==> config.mk <==
export PLATFORM = sky130hd
export DESIGN_NAME = servo_track_sched
export DESIGN_NICKNAME = d
export VERILOG_FILES = /design/src/rtl/servo_track_sched.sv
export SDC_FILE = /design/constraint.sdc
export NUM_CORES = 1
export LEC_CHECK = 0
export ABC_AREA = 0
export BUFFER_PORTS_ARGS = -buffer_cell sky130_fd_sc_hd__buf_4
export CAP_MARGIN = 10
export CORE_MARGIN = 3
export CORE_UTILIZATION = 55
export CTS_BUF_LIST = sky130_fd_sc_hd__clkbuf_8 sky130_fd_sc_hd__clkbuf_16
export DETAILED_ROUTE_END_ITERATION = 7
export HOLD_SLACK_MARGIN = 0.05
export PLACE_DENSITY = 0.79
export RECOVER_POWER = 50
export SYNTH_ARGS = -nofsm -noshare
export SYNTH_HDL_FRONTEND = slang
export SYNTH_SLANG_ARGS = --single-unit
==> constraint.sdc <==
create_clock -name clk -period 3.7 [get_ports clk]
set_input_delay 0.185 -clock clk [delete_from_list [all_inputs] [get_ports clk]]
set_output_delay 0.185 -clock clk [all_outputs]
set_load 0.03 [all_outputs]
==> src/rtl/servo_track_sched.sv <==
// servo_track_sched: pan/tilt sequencing controller.
//
// Accepts signed pixel offsets over a valid/ready handshake. Each offset is
// converted to a position offset (|v|*64/180) by a bit-serial restoring
// divider. The result is clamped around the centre position. One slewed
// command is committed per servo frame. With no target for TIMEOUT_FRAMES
// frames, the targets fall back to centre.
//
// Optional feature: define SERVO_SLEW_LIMIT_EN to limit each per-frame move
// to MAX_STEP. When it is undefined, each frame copies the target directly.
//
// Ports:
//   clk        in   clock
//   rst        in   synchronous active-high reset
//   tgt_valid  in   target offset valid
//   tgt_x      in   signed pixel offset x (10 bit)
//   tgt_y      in   signed pixel offset y (9 bit)
//   tgt_ready  out  block can accept a target (idle)
//   pan        out  committed pan command (11 bit)
//   tilt       out  committed tilt command (11 bit)
//   cmd_valid  out  one-cycle pulse after each frame commit
//   tracking   out  target seen within the timeout window
module servo_track_sched #(
    parameter int unsigned FRAME_CYCLES   = 1000000,
    parameter int unsigned PAN_CENTER     = 611,
    parameter int unsigned TILT_CENTER    = 611,
    parameter int unsigned MIN_POS        = 400,
    parameter int unsigned MAX_POS        = 822,
    parameter int unsigned MAX_STEP       = 4,
    parameter int unsigned TIMEOUT_FRAMES = 50
) (
    input  logic        clk,
    input  logic        rst,
    input  logic        tgt_valid,
    input  logic [9:0]  tgt_x,
    input  logic [8:0]  tgt_y,
    output logic        tgt_ready,
    output logic [10:0] pan,
    output logic [10:0] tilt,
    output logic        cmd_valid,
    output logic        tracking
);

    localparam int unsigned FcW   = $clog2(FRAME_CYCLES);
    localparam int unsigned MissW = (TIMEOUT_FRAMES < 1) ? 1 : $clog2(TIMEOUT_FRAMES + 1);
    localparam logic signed [11:0] MinPos  = 12'(MIN_POS);
    localparam logic signed [11:0] MaxPos  = 12'(MAX_POS);
    localparam logic signed [11:0] PanCtr  = 12'(PAN_CENTER);
    localparam logic signed [11:0] TiltCtr = 12'(TILT_CENTER);
    localparam logic [8:0]         Divisor = 9'd180;

    typedef enum logic [1:0] {StIdle, StDivX, StDivY, StLatch} state_e;

    state_e             state_q, state_d;
    logic [3:0]         bit_cnt_q, bit_cnt_d;
    logic [7:0]         rem_q, rem_d;
    logic [15:0]        dvd_q, dvd_d;     // dividend in, quotient shifted in from the LSB
    logic [7:0]         qx_q, qx_d;
    logic               sx_q, sx_d, sy_q, sy_d;
    logic [8:0]         ymag_q, ymag_d;
    logic               ready_q, ready_d;
    logic [FcW-1:0]     frame_q, frame_d;
    logic [MissW-1:0]   miss_q, miss_d;
    logic               track_q, track_d;
    logic               cmd_q, cmd_d;
    logic [10:0]        pan_q, pan_d, tilt_q, tilt_d;
    logic [10:0]        pan_tgt_q, pan_tgt_d, tilt_tgt_q, tilt_tgt_d;

    logic               tick, accept, q_bit;
    logic [8:0]         rem_sh;
    logic [7:0]         rem_nx;
    logic [9:0]         xmag;
    logic [8:0]         ymag;
    logic signed [11:0] x_off, y_off;

    function automatic logic [10:0] clamp_pos(input logic signed [11:0] v);
        if (v < MinPos) return MinPos[10:0];
        if (v > MaxPos) return MaxPos[10:0];
        return v[10:0];
    endfunction

`ifdef SERVO_SLEW_LIMIT_EN
    localparam logic signed [11:0] Step = 12'(MAX_STEP);

    function automatic logic [10:0] step_toward(input logic [10:0] cur, input logic [10:0] tgt);
        logic signed [11:0] diff;
        diff = $signed({1'b0, tgt}) - $signed({1'b0, cur});
        if (diff > Step) return 11'($signed({1'b0, cur}) + Step);
        if (diff < -Step) return 11'($signed({1'b0, cur}) - Step);
        return tgt;
    endfunction
`else
    logic unused_max_step;
    assign unused_max_step = (MAX_STEP != 0);
`endif

    assign tgt_ready = ready_q;
    assign pan       = pan_q;
    assign tilt      = tilt_q;
    assign cmd_valid = cmd_q;
    assign tracking  = track_q;

    always_comb begin
        tick   = (frame_q == FcW'(FRAME_CYCLES - 1));
        accept = tgt_valid & ready_q;
        xmag   = tgt_x[9] ? (~tgt_x + 10'd1) : tgt_x;
        ymag   = tgt_y[8] ? (~tgt_y + 9'd1) : tgt_y;

        // One restoring-division step: remainder stays below 180, so 8 bits hold it.
        rem_sh = {rem_q, dvd_q[15]};
        q_bit  = (rem_sh >= Divisor);
        rem_nx = q_bit ? 8'(rem_sh - Divisor) : rem_sh[7:0];

        x_off = sx_q ? -$signed({4'b0, qx_q}) : $signed({4'b0, qx_q});
        y_off = sy_q ? -$signed({4'b0, dvd_q[7:0]}) : $signed({4'b0, dvd_q[7:0]});

        state_d    = state_q;
        bit_cnt_d  = bit_cnt_q;
        rem_d      = rem_q;
        dvd_d      = dvd_q;
        qx_d       = qx_q;
        sx_d       = sx_q;
        sy_d       = sy_q;
        ymag_d     = ymag_q;
        pan_tgt_d  = pan_tgt_q;
        tilt_tgt_d = tilt_tgt_q;

        // Timed-out: hold targets at centre until a new target is latched.
        if (miss_q == MissW'(TIMEOUT_FRAMES)) begin
            pan_tgt_d  = PanCtr[10:0];
            tilt_tgt_d = TiltCtr[10:0];
        end

        unique case (state_q)
            StIdle: begin
                if (accept) begin
                    state_d   = StDivX;
                    sx_d      = tgt_x[9];
                    sy_d      = tgt_y[8];
                    ymag_d    = ymag;
                    dvd_d     = {xmag, 6'b0};
                    rem_d     = '0;
                    bit_cnt_d = '0;
                end
            end
            StDivX: begin
                rem_d     = rem_nx;
                dvd_d     = {dvd_q[14:0], q_bit};
                bit_cnt_d = bit_cnt_q + 4'd1;
                if (bit_cnt_q == 4'd15) begin
                    qx_d    = {dvd_q[6:0], q_bit};
                    dvd_d   = {1'b0, ymag_q, 6'b0};
                    rem_d   = '0;
                    state_d = StDivY;
                end
            end
            StDivY: begin
                rem_d     = rem_nx;
                dvd_d     = {dvd_q[14:0], q_bit};
                bit_cnt_d = bit_cnt_q + 4'd1;
                if (bit_cnt_q == 4'd15) state_d = StLatch;
            end
            StLatch: begin
                pan_tgt_d  = clamp_pos(PanCtr - x_off);
                tilt_tgt_d = clamp_pos(TiltCtr - y_off);
                state_d    = StIdle;
            end
            default: state_d = StIdle;
        endcase

        ready_d = (state_d == StIdle);
        frame_d = tick ? '0 : frame_q + 1'b1;
        cmd_d   = tick;

        // Acceptance clears the miss count, even on a tick.
        miss_d  = miss_q;
        track_d = track_q;
        if (accept) begin
            miss_d  = '0;
            track_d = 1'b1;
        end else if (tick) begin
            if (miss_q != MissW'(TIMEOUT_FRAMES)) miss_d = miss_q + 1'b1;
            if (miss_d == MissW'(TIMEOUT_FRAMES)) track_d = 1'b0;
        end

        pan_d  = pan_q;
        tilt_d = tilt_q;
        if (tick) begin
`ifdef SERVO_SLEW_LIMIT_EN
            pan_d  = step_toward(pan_q, pan_tgt_q);
            tilt_d = step_toward(tilt_q, tilt_tgt_q);
`else
            pan_d  = pan_tgt_q;
            tilt_d = tilt_tgt_q;
`endif
        end
    end

    always_ff @(posedge clk) begin
        if (rst) begin
            state_q    <= StIdle;
            bit_cnt_q  <= '0;
            rem_q      <= '0;
            dvd_q      <= '0;
            qx_q       <= '0;
            sx_q       <= 1'b0;
            sy_q       <= 1'b0;
            ymag_q     <= '0;
            ready_q    <= 1'b0;
            frame_q    <= '0;
            miss_q     <= '0;
            track_q    <= 1'b0;
            cmd_q      <= 1'b0;
            pan_q      <= PanCtr[10:0];
            tilt_q     <= TiltCtr[10:0];
            pan_tgt_q  <= PanCtr[10:0];
            tilt_tgt_q <= TiltCtr[10:0];
        end else begin
            state_q    <= state_d;
            bit_cnt_q  <= bit_cnt_d;
            rem_q      <= rem_d;
            dvd_q      <= dvd_d;
            qx_q       <= qx_d;
            sx_q       <= sx_d;
            sy_q       <= sy_d;
            ymag_q     <= ymag_d;
            ready_q    <= ready_d;
            frame_q    <= frame_d;
            miss_q     <= miss_d;
            track_q    <= track_d;
            cmd_q      <= cmd_d;
            pan_q      <= pan_d;
            tilt_q     <= tilt_d;
            pan_tgt_q  <= pan_tgt_d;
            tilt_tgt_q <= tilt_tgt_d;
        end
    end

endmodule

# Yosys cells after proc, flatten, opt, wreduce, memory -nomap -nowiden
# Index checks and enable logic that the tools add are counted.
[op_classes]
order_cmp = 5
n_eq_ne = 9
n_reduce_logical = 15
muxes = 44
shifts = 0
mul = 0
bitwise = 3
n_addsub = 10
div = 0
[op_table]
columns = ["operator", "count"]
rows = [
  ["$mux 11", 11],
  ["$pmux 16 s3", 1],
  ["$mux 16", 2],
  ["$gt 12x11->1 const B", 2],
  ["$lt 12x10->1 const B", 2],
  ["$mux 12", 2],
  ["$mux 8", 3],
  ["$neg 8->12", 2],
  ["$pmux 8 s3", 1],
  ["$sub 11x12->12 const A", 2],
  ["$add 20x1->20 const B", 1],
  ["$eq 20x20->1 const B", 1],
  ["$mux 6", 3],
  ["$mux 1", 13],
  ["$eq 6x6->1 const B", 2],
  ["$add 10x1->10 const B", 1],
  ["$mux 10", 1],
  ["$not 10->10", 1],
  ["$reduce_and 2->1", 5],
  ["$add 9x1->9 const B", 1],
  ["$ge 9x8->1 const B", 1],
  ["$mux 9", 1],
  ["$not 9->9", 1],
  ["$pmux 2 s4", 1],
  ["16 further kinds", 25],
]
[totals]
mem_count = 0
latch_bits = 0
output_inout_bits = 25
register_bits = 122
romBits = 0
elab_cells = 103
ram_bits = 0

# Longest topological paths before layout
# Gate-level depths: netlist of the first run.
[logic_depth]
ltp_word = 11
mapped_depth = 15
mapped_depth_nobuf = 14

# Worst setup path before layout of the first run
# Ideal clock, no wire load.
[synth_timing]
kind = "reg-to-reg"
start = "register dvd_q[1]"
end = "register tilt_tgt_q[2]"
setup_ns = 0.117
arrival_ns = 2.869
setup_slack_ns = 0.714
t_required_ns = 3.583
path_stages_with_launch = 14
path_cell_list = "dfxtp_1 clkbuf_1 inv_1 ha_1 nand2b_1 xnor2_1 inv_1 ha_1 o2111ai_4 a21boi_1 or4_1 a211oi_1 o21ai_2 a32o_1"
[synth_between]
elab_chain_cells = 10
[synth_rtl]
columns = ["element", "line", "rtl"]
rows = [
  ["from (decl)", "57", "logic [15:0] dvd_q, dvd_d;"],
  ["from (signal assigned)", "222", "dvd_q <= dvd_d;"],
  ["$neg 8->12", "115", "y_off = sy_q ? -$signed({4'b0, dvd_q[7:0]}) : $signed({4'b0, dvd_q[7:0]});"],
  ["$mux 12 (*)", "115", ""],
  ["$sub 11x12->12 (*)", "165", "tilt_tgt_d = clamp_pos(TiltCtr - y_off);"],
  ["$gt 12x11->1", "78", "if (v > MaxPos) return MaxPos[10:0];"],
  ["$mux 1 (2 in series)", "78", ""],
  ["$mux 1", "134", "unique case (state_q)"],
  ["$mux 11", "79", "return v[10:0];"],
  ["$mux 11 (*)", "78", ""],
  ["$mux 11 (*)", "134", ""],
  ["to (signal assigned)", "217", "tilt_tgt_q <= TiltCtr[10:0];"],
  ["to (signal assigned)", "235", "tilt_tgt_q <= tilt_tgt_d;"],
  ["to (decl)", "67", "logic [10:0] pan_tgt_q, pan_tgt_d, tilt_tgt_q, tilt_tgt_d;"],
]
# Mark *: on every way between the ends. The rest lies on a longest branch, timed or not. The select of a mux whose other input is x is not followed.
# A chain may end at the register's enable or synchronous reset.

# Final worst setup path of the first run
[layout_timing]
start = "register dvd_q[0]"
end = "register tilt_tgt_q[1]"
# Same word-level chain as after synthesis.

==> results of run 1 <==
==> synthesized netlist by cell type (5+ instances only) <==
cell	count	share of area, %
ha_1	19	3.5
buf_2	9	0.67
mux2i_1	30	4.5
o211a_1	5	0.75
a221oi_1	9	1.2
xor2_1	27	3.5
nor3_1	17	1.3
dfxtp_1	122	36
nor2_1	89	5.0
o31ai_1	11	1.2
nand2_1	87	4.9
a22oi_1	8	0.90
a211oi_1	17	1.9
a31oi_1	5	0.47
clkbuf_1	36	2.0
o21ai_0	25	1.9
nand3_1	32	2.4
nand4_1	7	0.65
and3_1	14	1.3
inv_1	27	1.5
nand2b_1	17	1.6
a21oi_1	43	3.2
xnor2_1	33	4.3
nor2b_1	9	0.84
and2_1	8	0.75
==> cell families after synthesis <==
family / after synthesis
DFF: 122
adders and majority gates: 20
xor gates and xnor gates: 60
buffers and inverters: 83
and+or+nand+nor: 316
AOI/OAI and AO/OA: 175
muxes: 30
==> flip-flops by register name, indices dropped and copies added, names as in the netlist, 2 cells and up <==
| name | cells |
|---|---|
| rem_q | 8 |
| dvd_q | 16 |
| tilt_tgt_q | 11 |
| qx_q | 8 |
| bit_cnt_q | 4 |
| pan_tgt_q | 11 |
| tilt | 11 |
| ymag_q | 9 |
| miss_q | 6 |
| frame_q | 20 |
| pan | 11 |
| state_q | 2 |
==> worst register-to-register path: stages (launching register included) <==
cell and delay (ns):
dfxtp_1 0.52, inv_1 0.09, ha_1 0.29, nand2b_1 0.19
xnor2_1 0.18, inv_1 0.12, ha_1 0.27, o2111ai_4 0.18
a21boi_1 0.20, or4_1 0.50, nand2_1 0.12, a311o_1 0.27
nor2b_1 0.21, o221ai_2 0.11
==> power groups by stage <==
stage,Clock (mW),Combinational [mW],Sequential [mW]
after floorplan,0,0.173,1.39
after global placement,0,0.231,1.40
after detailed placement,0,0.240,1.40
after CTS,1.83,0.242,1.37
after global routing,1.89,0.265,1.38
final,1.81,0.242,1.37
==> cell type report <==
class	count	area, sq um
Fill cell	951	4030
Multi-Input combinational cell	601	3920
Sequential cell	122	2440
Clock buffer	19	453
Timing Repair Buffer	55	319
Clock inverter	13	199
Tap cell	143	179
Inverter	31	116
==> per-stage QoR <==
step	setup slack, ns	power (mW)	util [%]	instances
detailed placement	0.395	1.64	60.6	952
CTS	0.372	3.44	66.2	984
finish	0.330	3.43	65.4	984
floorplan	0.714	1.56	-	806
global placement	0.570	1.63	60.6	952
global route	0.114	3.53	65.4	984
==> path summary, 6_finish.rpt <==
kind | end | slack, ns | start
setup / recovery | tilt_tgt_q[1] | 0.33 | dvd_q[0]
hold / removal | sx_q | 0.09 | tgt_x[9]
setup reg to reg | tilt_tgt_q[1] | 0.33 | dvd_q[0]
hold reg to reg | tilt_tgt_q[3] | 0.46 | tilt_tgt_q[3]
==> per-layer routing <==
layer,wire length [microns],track usage (%),vias to the layer above
met4,375,8.97,0
met3,643,5.03,44
met5,0,0,-
met2,7500,40.6,159
li1,-,-,2882
met1,6930,27.9,2778
==> impl_metrics.yaml, run 1 <==
outcome:
  outcome: "finished clean"
global_route:
  overflow: 0
  grt_pass1_vias: 5605
  grtUsageTotal_pct: 23.3
  grt_pass1_wl_microns: 25600
  grt_max_degree: 73
  antenna_found_initial: 0
timing:
  period_share_pct: 91.1
  min_period_ns: 3.37
  skew_ns: 0.00544
  tightest_slew_ns: 1.06
  max_slew_margin_pct: 29.1
  rsz0062_at_grt: "false"
  setup_tns_ns: 0
  hold_violations: 0
  setup-violations-final: 0
  drv_slew: 0
  clock.fmax_mhz: 297
  holdWs_ns: 0.0915
cts:
  clk_pin_slew_worst_paths_ns: 0.05
  postCtsHoldBufs: 0
  cts_resized: 0
  root_buffer: "clkbuf_16"
  clock_path_buffers: 2
  cts_tree: "done"
  insertion_delay_ns: 0.42
  post-cts-setup-buffers: 0
  htree_levels: 4
  cts_buffers: 17
  numClockSinks: 122
synth:
  synth_warnings: 0
  synthSimpleGateAreaFrac_pct: 23.0
  synthXorXnorAreaFrac_pct: 7.84
  syn_inst: 806
  synth_edf_count: 0
  synth-seq-cells: 122
  syn-mean-instance-area_sq_um: 8.32
  yosysSeqAreaShare_pct: 36.4
  synth_top_family_by_area: "simple AND/OR/NAND/NOR gates"
  ys_types: 80
  synthArstFlopShare_pct: 0
  synthFlopType: "dfxtp_1"
  muxShareOfSynthArea_pct: 4.48
  mappedNetlistArea_sq_um: 6700
  synth_fa_ha_area_share_pct: 3.70
  synth_fp_nets: 847
  synth_compound_area_share_pct: 19.5
pwr:
  switching_share_pct: 22.5
  p_leak_nw: 2.81
  clock_power_share_pct: 52.9
  p_sw_mw: 0.771
  p_comb_share_pct: 7.1
  share_seq_of_total_power_pct: 40.1
  p_int_mw: 2.66
  ir_worst_vdd_mv: 0.343
  p_per_area_nw_per_um2: 450
placed_design:
  place_congestion: 0.855
  place.port_buffers: 46
  hpwl_microns: 10700
  placed_area_sq_um: 7070
worst_setup_path:
  crit_cells: 13
  cp_slowest_stage_delay_ns: 0.52
  endpoint_kind: "flop"
  crit_family: "simple AND/OR/NAND/NOR gates"
  cp-start-kind: "flop"
  criticalPathCategory: "reg2reg"
  cp_slowest_cell: "dfxtp_1"
  path_max_fanout: 9
  worstPathRequired_ns: 3.98
  critPathBufInv: 2
  path_cells: "inv_1, ha_1, nand2b_1, xnor2_1, inv_1, ha_1, o2111ai_4, a21boi_1, or4_1, nand2_1, a311o_1, nor2b_1, o221ai_2"
  arrival_ns: 3.65
  reg2reg_depth: 13
final_layout:
  final_cell_mix: "dfxtp_1 (122), nor2_1 (89), nand2_1 (87)"
  syn_to_final_growth_pct: 13.8
  final_cell_area_sq_um: 7630
  drive_gt1_share_pct: 10.3
  n_antenna_cell: 0
  nNetsFinal: 869
  layout.cells.most_common: "dfxtp_1"
flow_run:
  cap_viol_max_count: 0
floorplanning:
  start_util_pct: 57.5
  dieArea_sq_um: 13600
  die_y_microns: 116
  die_w_microns: 116
  rows: 39
  core-area_sq_um: 11700
  io_pins: 47
min_path:
  hold_depth: 3
  hold_path_class: "in2reg"
drt:
  wl_microns: 15400
  antenna_left: 0
  via_per_inst: 5.96
  drc: 0
  wl_per_cell_microns: 15.7
  drt_iter0_markers: 446
  dr_total_vias: 5863
  first_pass_iters: 5
Power figures use the tool's default switching activity.
==> run 2, diff against run 1 <==
--- a/config.mk
+++ b/config.mk
@@ -9,11 +9,11 @@
 export BUFFER_PORTS_ARGS = -buffer_cell sky130_fd_sc_hd__buf_4
 export CAP_MARGIN = 10
 export CORE_MARGIN = 3
-export CORE_UTILIZATION = 55
+export CORE_UTILIZATION = 30
 export CTS_BUF_LIST = sky130_fd_sc_hd__clkbuf_8 sky130_fd_sc_hd__clkbuf_16
 export DETAILED_ROUTE_END_ITERATION = 7
 export HOLD_SLACK_MARGIN = 0.05
-export PLACE_DENSITY = 0.79
+export PLACE_DENSITY = 0.5
 export RECOVER_POWER = 50
 export SYNTH_ARGS = -nofsm -noshare
 export SYNTH_HDL_FRONTEND = slang
==> run 2 against run 1 <==
  * Final area is 2.3% higher
  * Global-route usage down 10 points
  * First-iteration DRC count down 46%
  * Hold slack worse by 0.0019 ns
  * Critical endpoint is now tilt_tgt_q[6]
  * Largest power group unchanged
==> impl_metrics.yaml, run 2 (same netlist as run 1, synthesis figures left out) <==
outcome:
  outcome: "finished clean"
placed_design:
  pre_cts_ws_ns: 0.448
  place.port_buffers: 46
  place_congestion: 0.792
  hpwl_microns: 11300
final_layout:
  layout.cells.most_common: "dfxtp_1"
  final_cell_mix: "dfxtp_1 (122), nor2_1 (89), nand2_1 (87)"
  n_antenna_cell: 0
  drive_gt1_share_pct: 10.2
  syn_to_final_growth_pct: 16.4
  largestRegisters: "frame_q x20, dvd_q x16"
  largest_reg_flops: 20
  nNetsFinal: 872
  regMostFlops: "frame_q"
worst_setup_path:
  critPathBufInv: 2
  path_max_fanout: 9
  cp_slowest_cell: "or4_1"
  worstPathRequired_ns: 3.98
  endpoint_kind: "flop"
  cp_slowest_stage_delay_ns: 0.55
  crit_family: "simple AND/OR/NAND/NOR gates"
  cp-start-kind: "flop"
  criticalPathCategory: "reg2reg"
  path_cells: "inv_1, ha_1, nand2b_1, xnor2_1, inv_1, ha_1, nand2b_1, a21oi_1, or4_1, a211oi_1, o21ai_2, nand2_2, o311ai_1"
  arrival_ns: 3.49
cts:
  htree_levels: 4
  cts_buffers: 17
  cts_tree: "done"
  clk_pin_slew_worst_paths_ns: 0.06
  clock_path_buffers: 2
  numClockSinks: 122
  insertion_delay_ns: 0.41
  root_buffer: "clkbuf_16"
floorplanning:
  start_util_pct: 30.6
  core-area_sq_um: 21900
  die_w_microns: 155
  io_pins: 47
  die_y_microns: 155
  dieArea_sq_um: 24200
  rows: 54
timing:
  skew_ns: 0.0109
  worst_slack_ns: 0.485
  rsz0062_at_grt: "false"
  hold_violations: 0
  drv_slew: 0
  period_share_pct: 86.9
  setup_tns_ns: 0
  clock.fmax_mhz: 311
  tightest_slew_ns: 1.06
  setup-violations-final: 0
  min_period_ns: 3.22
  holdWs_ns: 0.0896
  max_slew_margin_pct: 29.2
pwr:
  p_per_area_nw_per_um2: 433
  p_leak_nw: 2.79
  ir_worst_vdd_mv: 0.310
drt:
  wl_per_cell_microns: 14.0
  via_per_inst: 4.91
  first_pass_iters: 5
  drc: 0
  wl_microns: 15700
  drt_iter0_markers: 243
  dr_total_vias: 5515
  antenna_left: 0
global_route:
  antenna_found_initial: 0
  grtUsageTotal_pct: 13.3
  grt_pass1_wl_microns: 26500
  grt_pass1_vias: 5205
  grt_max_degree: 39
  overflow: 0
min_path:
  hold_path_class: "in2reg"
flow_run:
  cap_viol_max_count: 0
## run 2: cell types whose count changed in the layout (fill, tap and decap cells not counted)
| cell | delta |
|---|---|
| clkbuf_8 | +1 |
| and2_1 | +1 |
| clkinv_4 | -1 |
| and2_0 | -1 |
| or2_1 | -1 |
| clkbuf_1 | +2 |
| clkinv_2 | -4 |
| clkinvlp_4 | +4 |
| bufinv_16 | -1 |
| dlygate4sd3_1 | +1 |
| or2_0 | +1 |
## run 2: through the flow
stage | instances | cell area, sq um | utilization, % | total power [mW]
2_1_floorplan | 806 | 6700 | - | 1.56
3_3_place_gp | 1091 | 7260 | 33.2 | 1.65
3_5_place_dp | 1091 | 7260 | 33.2 | 1.65
4_1_cts | 1123 | 7900 | 36.1 | 3.43
5_1_grt | 1123 | 7800 | 35.6 | 3.51
6_report | 1123 | 7800 | 35.6 | 3.38
## run 2: layout make-up
type                    instances  area (sq um)
clock buffers                  20           467
clock inverters                11           170
fillers                      2319         14100
inverters                      31           116
multi-input cells             601          3920
flip-flops and latches        122          2440
well taps                     280           350
repair buffers                 58           337
## run 2: repair_timing
item	CTS	global route
hold endpoints to repair	1	0
hold buffers	1	0
gates resized for setup	0	0
setup buffers	0	0
## run 2: final timing paths
| kind | start | end | slack (ns) | cells past startpoint |
|---|---|---|---|---|
| hold / removal | tgt_y[2] | ymag_q[2] | 0.09 | 3 |
| hold reg to reg | tilt_tgt_q[3] | tilt_tgt_q[3] | 0.45 | 2 |
| setup reg to reg | dvd_q[0] | tilt_tgt_q[6] | 0.48 | 13 |
| setup / recovery | dvd_q[0] | tilt_tgt_q[6] | 0.48 | 13 |
## run 2: routing by layer
layer,vias to the layer above,routed length [microns],track usage [%]
li1,2883,-,-
met1,2549,8200,18.8
met2,73,6830,20.2
met3,10,533,3.03
met4,0,137,4.00
met5,-,0,0
## run 2: worst min-delay path: cells and delay by family
family | cells | cell delay [ns]
xor+xnor | 1 | 0.12
buf+inv | 1 | 0.09
compound gates | 1 | 0.06
## run 2: report_power, final
part / switching (mW) / leakage (nW) / total [mW] / internal, mW
registers: 0.0282 / 0.988 / 1.37 / 1.34
logic: 0.151 / 1.51 / 0.242 / 0.0908
clock network: 0.590 / 0.298 / 1.76 / 1.17
total: 0.769 / 2.79 / 3.38 / 2.61
==> run 3, diff against run 2 <==
--- a/config.mk
+++ b/config.mk
@@ -5,15 +5,16 @@
 export SDC_FILE = /design/constraint.sdc
 export NUM_CORES = 1
 export LEC_CHECK = 0
-export ABC_AREA = 0
+export ABC_AREA = 1
 export BUFFER_PORTS_ARGS = -buffer_cell sky130_fd_sc_hd__buf_4
 export CAP_MARGIN = 10
+export CORE_ASPECT_RATIO = 2
 export CORE_MARGIN = 3
 export CORE_UTILIZATION = 30
 export CTS_BUF_LIST = sky130_fd_sc_hd__clkbuf_8 sky130_fd_sc_hd__clkbuf_16
 export DETAILED_ROUTE_END_ITERATION = 7
 export HOLD_SLACK_MARGIN = 0.05
-export PLACE_DENSITY = 0.5
+export PLACE_DENSITY = 0.51
 export RECOVER_POWER = 50
 export SYNTH_ARGS = -nofsm -noshare
 export SYNTH_HDL_FRONTEND = slang
==> run 3 against run 2 <==
  * Highest routed layer unchanged
  * Non-clock buffer count increased by 1
  * Total power up 14%
  * Largest cell class unchanged
  * Area after synthesis fell by 5.7%
  * First-iteration DRC count fell by 16%
  * Sequential power rose by 7%
  * Maximum frequency rose by 23%
  * Core utilization rose by 0.69 points
  * Die area fell by 5.0%
==> impl_metrics.yaml, run 3 <==
timing:
  hold_violations: 0
  setup-violations-final: 0
  skew_ns: 0.0117
  min_period_ns: 2.61
  drv_slew: 0
  max_slew_margin_pct: 18.0
  holdWs_ns: 0.0621
  tightest_slew_ns: 1.23
  period_share_pct: 70.6
  clock.fmax_mhz: 383
  rsz0062_at_grt: "false"
  worst_slack_ns: 1.09
  setup_tns_ns: 0
drt:
  wl_microns: 16300
  antenna_left: 0
  drc: 0
  first_pass_iters: 4
  dr_total_vias: 5878
  wl_per_cell_microns: 13.1
  drt_iter0_markers: 205
  via_per_inst: 4.72
final_layout:
  nNetsFinal: 1007
  drive_gt1_share_pct: 9.09
  largest_reg_flops: 20
  final_cell_mix: "nand2_1 (206), inv_1 (125), dfxtp_1 (122)"
  utilization_pct: 36.3
  multi_input_area_sq_um: 3270
  nFillCells: 2269
  regMostFlops: "frame_q"
  syn_to_final_growth_pct: 18.1
  layout.cells.most_common: "nand2_1"
  regArea_sq_um: 2440
  n_antenna_cell: 0
  largestRegisters: "frame_q x20, dvd_q x16"
cts:
  clk_pin_slew_worst_paths_ns: 0.06
  numClockSinks: 122
  htree_levels: 4
  root_buffer: "clkbuf_16"
  cts_resized: 0
  postCtsHoldBufs: 1
  post-cts-setup-buffers: 0
  clock_path_buffers: 2
  insertion_delay_ns: 0.42
  cts_tree: "done"
  cts_buffers: 17
pwr:
  power.total_mw: 3.86
  p_leak_nw: 3.02
  p_per_area_nw_per_um2: 517
  ir_worst_vdd_mv: 0.292
floorplanning:
  rows: 74
  core-area_sq_um: 20600
  dieArea_sq_um: 23000
  start_util_pct: 30.8
  die_w_microns: 109
  die_y_microns: 211
  io_pins: 47
worst_setup_path:
  rr_startpoint: "state_q[1]"
  critPathBufInv: 5
  r2r_slack_ns: 1.09
  crit_path_frequent_cell: "inv_1"
  worstPathRequired_ns: 4.05
  timing.rr.end: "rem_q[3]"
  cp-start-kind: "flop"
  cp_slowest_cell: "ha_1"
  crit_family: "buffers and inverters"
  path_max_fanout: 9
  cp_slowest_stage_delay_ns: 0.50
  endpoint_kind: "flop"
  reg2reg_depth: 11
  criticalPathCategory: "reg2reg"
  arrival_ns: 2.96
  path_cells: "inv_1, ha_1, inv_1, nor2_1, buf_4, inv_1, nor2_1, inv_1, a21oi_1, o21ai_0, a21oi_1"
flow_run:
  cap_viol_max_count: 0
placed_design:
  hpwl_microns: 12300
  place.port_buffers: 46
  place_congestion: 0.893
  pre_cts_ws_ns: 1.17
synth:
  synthArstFlopShare_pct: 0
  yosysSeqAreaShare_pct: 38.6
  syn-mean-instance-area_sq_um: 6.92
  muxShareOfSynthArea_pct: 0
  synth_compound_area_share_pct: 18.5
  synth.area.top_cells: "dfxtp_1 (39%), nand2_1 (12%), a21oi_1 (7.4%), inv_1 (7.3%), o21ai_0 (4.8%)"
  synth_edf_count: 0
  syn_inst: 914
  synth_warnings: 0
  synth_fa_ha_area_share_pct: 3.76
  mappedNetlistArea_sq_um: 6320
  yosysMostFrequentCell: "nand2_1"
  synthSimpleGateAreaFrac_pct: 27.9
  ys_top_cells_by_count: "nand2_1 (206), inv_1 (123), dfxtp_1 (122)"
  synthFlopType: "dfxtp_1"
  synth_top_family_by_area: "simple AND/OR/NAND/NOR gates"
  synth_top_area_share_pct: 38.6
  synth_top_area_cell: "dfxtp_1"
  synth_fp_nets: 955
  ys_types: 43
  synth-seq-cells: 122
  synthXorXnorAreaFrac_pct: 1.66
outcome:
  outcome: "finished clean"
global_route:
  grtUsageTotal_pct: 15.0
  grt_pass1_vias: 5891
  grt_max_degree: 43
  overflow: 0
  antenna_found_initial: 0
  grt_pass1_wl_microns: 27400
min_path:
  hold_path_class: "in2reg"
  hold_end: "ymag_q[1]"
  min_from: "tgt_y[1]"
  hold_depth: 3
## run 3: cell count changes in the layout (fill, tap and decap cells not counted), moves of 10 or more
| cell | change |
|---|---|
| a211oi_1 | -16 |
| a21oi_1 | +50 |
| a22o_1 | +10 |
| and3_1 | -14 |
| inv_1 | +97 |
| mux2i_1 | -30 |
| nand2_1 | +119 |
| nand2b_1 | -17 |
| nand3_1 | +13 |
| nand4_1 | +12 |
| nor2_1 | -13 |
| o21ai_0 | +36 |
| xnor2_1 | -28 |
| xor2_1 | -20 |
## run 3: worst max-delay path by stage
stage,startpoint,to,depth (start not counted)
3_3_place_gp,state_q[1],rem_q[3],11
2_1_floorplan,qx_q[0],pan_tgt_q[0],19
4_1_cts,state_q[1],rem_q[3],11
3_5_place_dp,state_q[1],rem_q[3],11
6_report,state_q[1],rem_q[3],11
5_1_grt,frame_q[0],tilt[1],10
## run 3: cell type report
| cell class | instances | area share (%) |
|---|---|---|
| Multi-Input combinational cell | 634 | 43.8 |
| Clock inverter | 12 | 1.66 |
| Timing Repair Buffer | 59 | 4.46 |
| Clock buffer | 20 | 6.25 |
| Tap cell | 266 | 4.46 |
| Inverter | 132 | 6.64 |
| Sequential cell | 122 | 32.7 |
## run 3: layer usage
metal  global-route usage (%)  routed length (microns)
met1                     14.7                     6250
met5                        0                        0
met2                     29.3                     9160
met4                     6.84                      443
met3                     2.78                      401
## run 3: through the flow
step,area (sq um),std cells
after floorplan,6320,914
after global placement,6980,1212
after detailed placement,6980,1212
after CTS,7580,1245
after global routing,7470,1245
final,7470,1245
## run 3: worst register-to-register path, cell delays in order, from the launching register on
cell and delay, ns:
dfxtp_1 0.41, inv_1 0.11, ha_1 0.50, inv_1 0.25, nor2_1 0.15, buf_4 0.17, inv_1 0.06, nor2_1 0.37
inv_1 0.17, a21oi_1 0.15, o21ai_0 0.10, a21oi_1 0.12
## run 3: cells by family after synthesis
kind of cell	Yosys count
AND/OR/NAND/NOR	396
AO/OA/AOI/OAI	207
buffers and inverters	158
flip-flops	122
adder cells (fa/ha/maj)	19
XOR/XNOR	12
## run 3: where the power goes
group | internal, mW | switching (mW) | leakage, nW
Sequential | 1.41 | 0.0671 | 0.988
Combinational | 0.236 | 0.499 | 1.74
Clock | 1.04 | 0.617 | 0.289
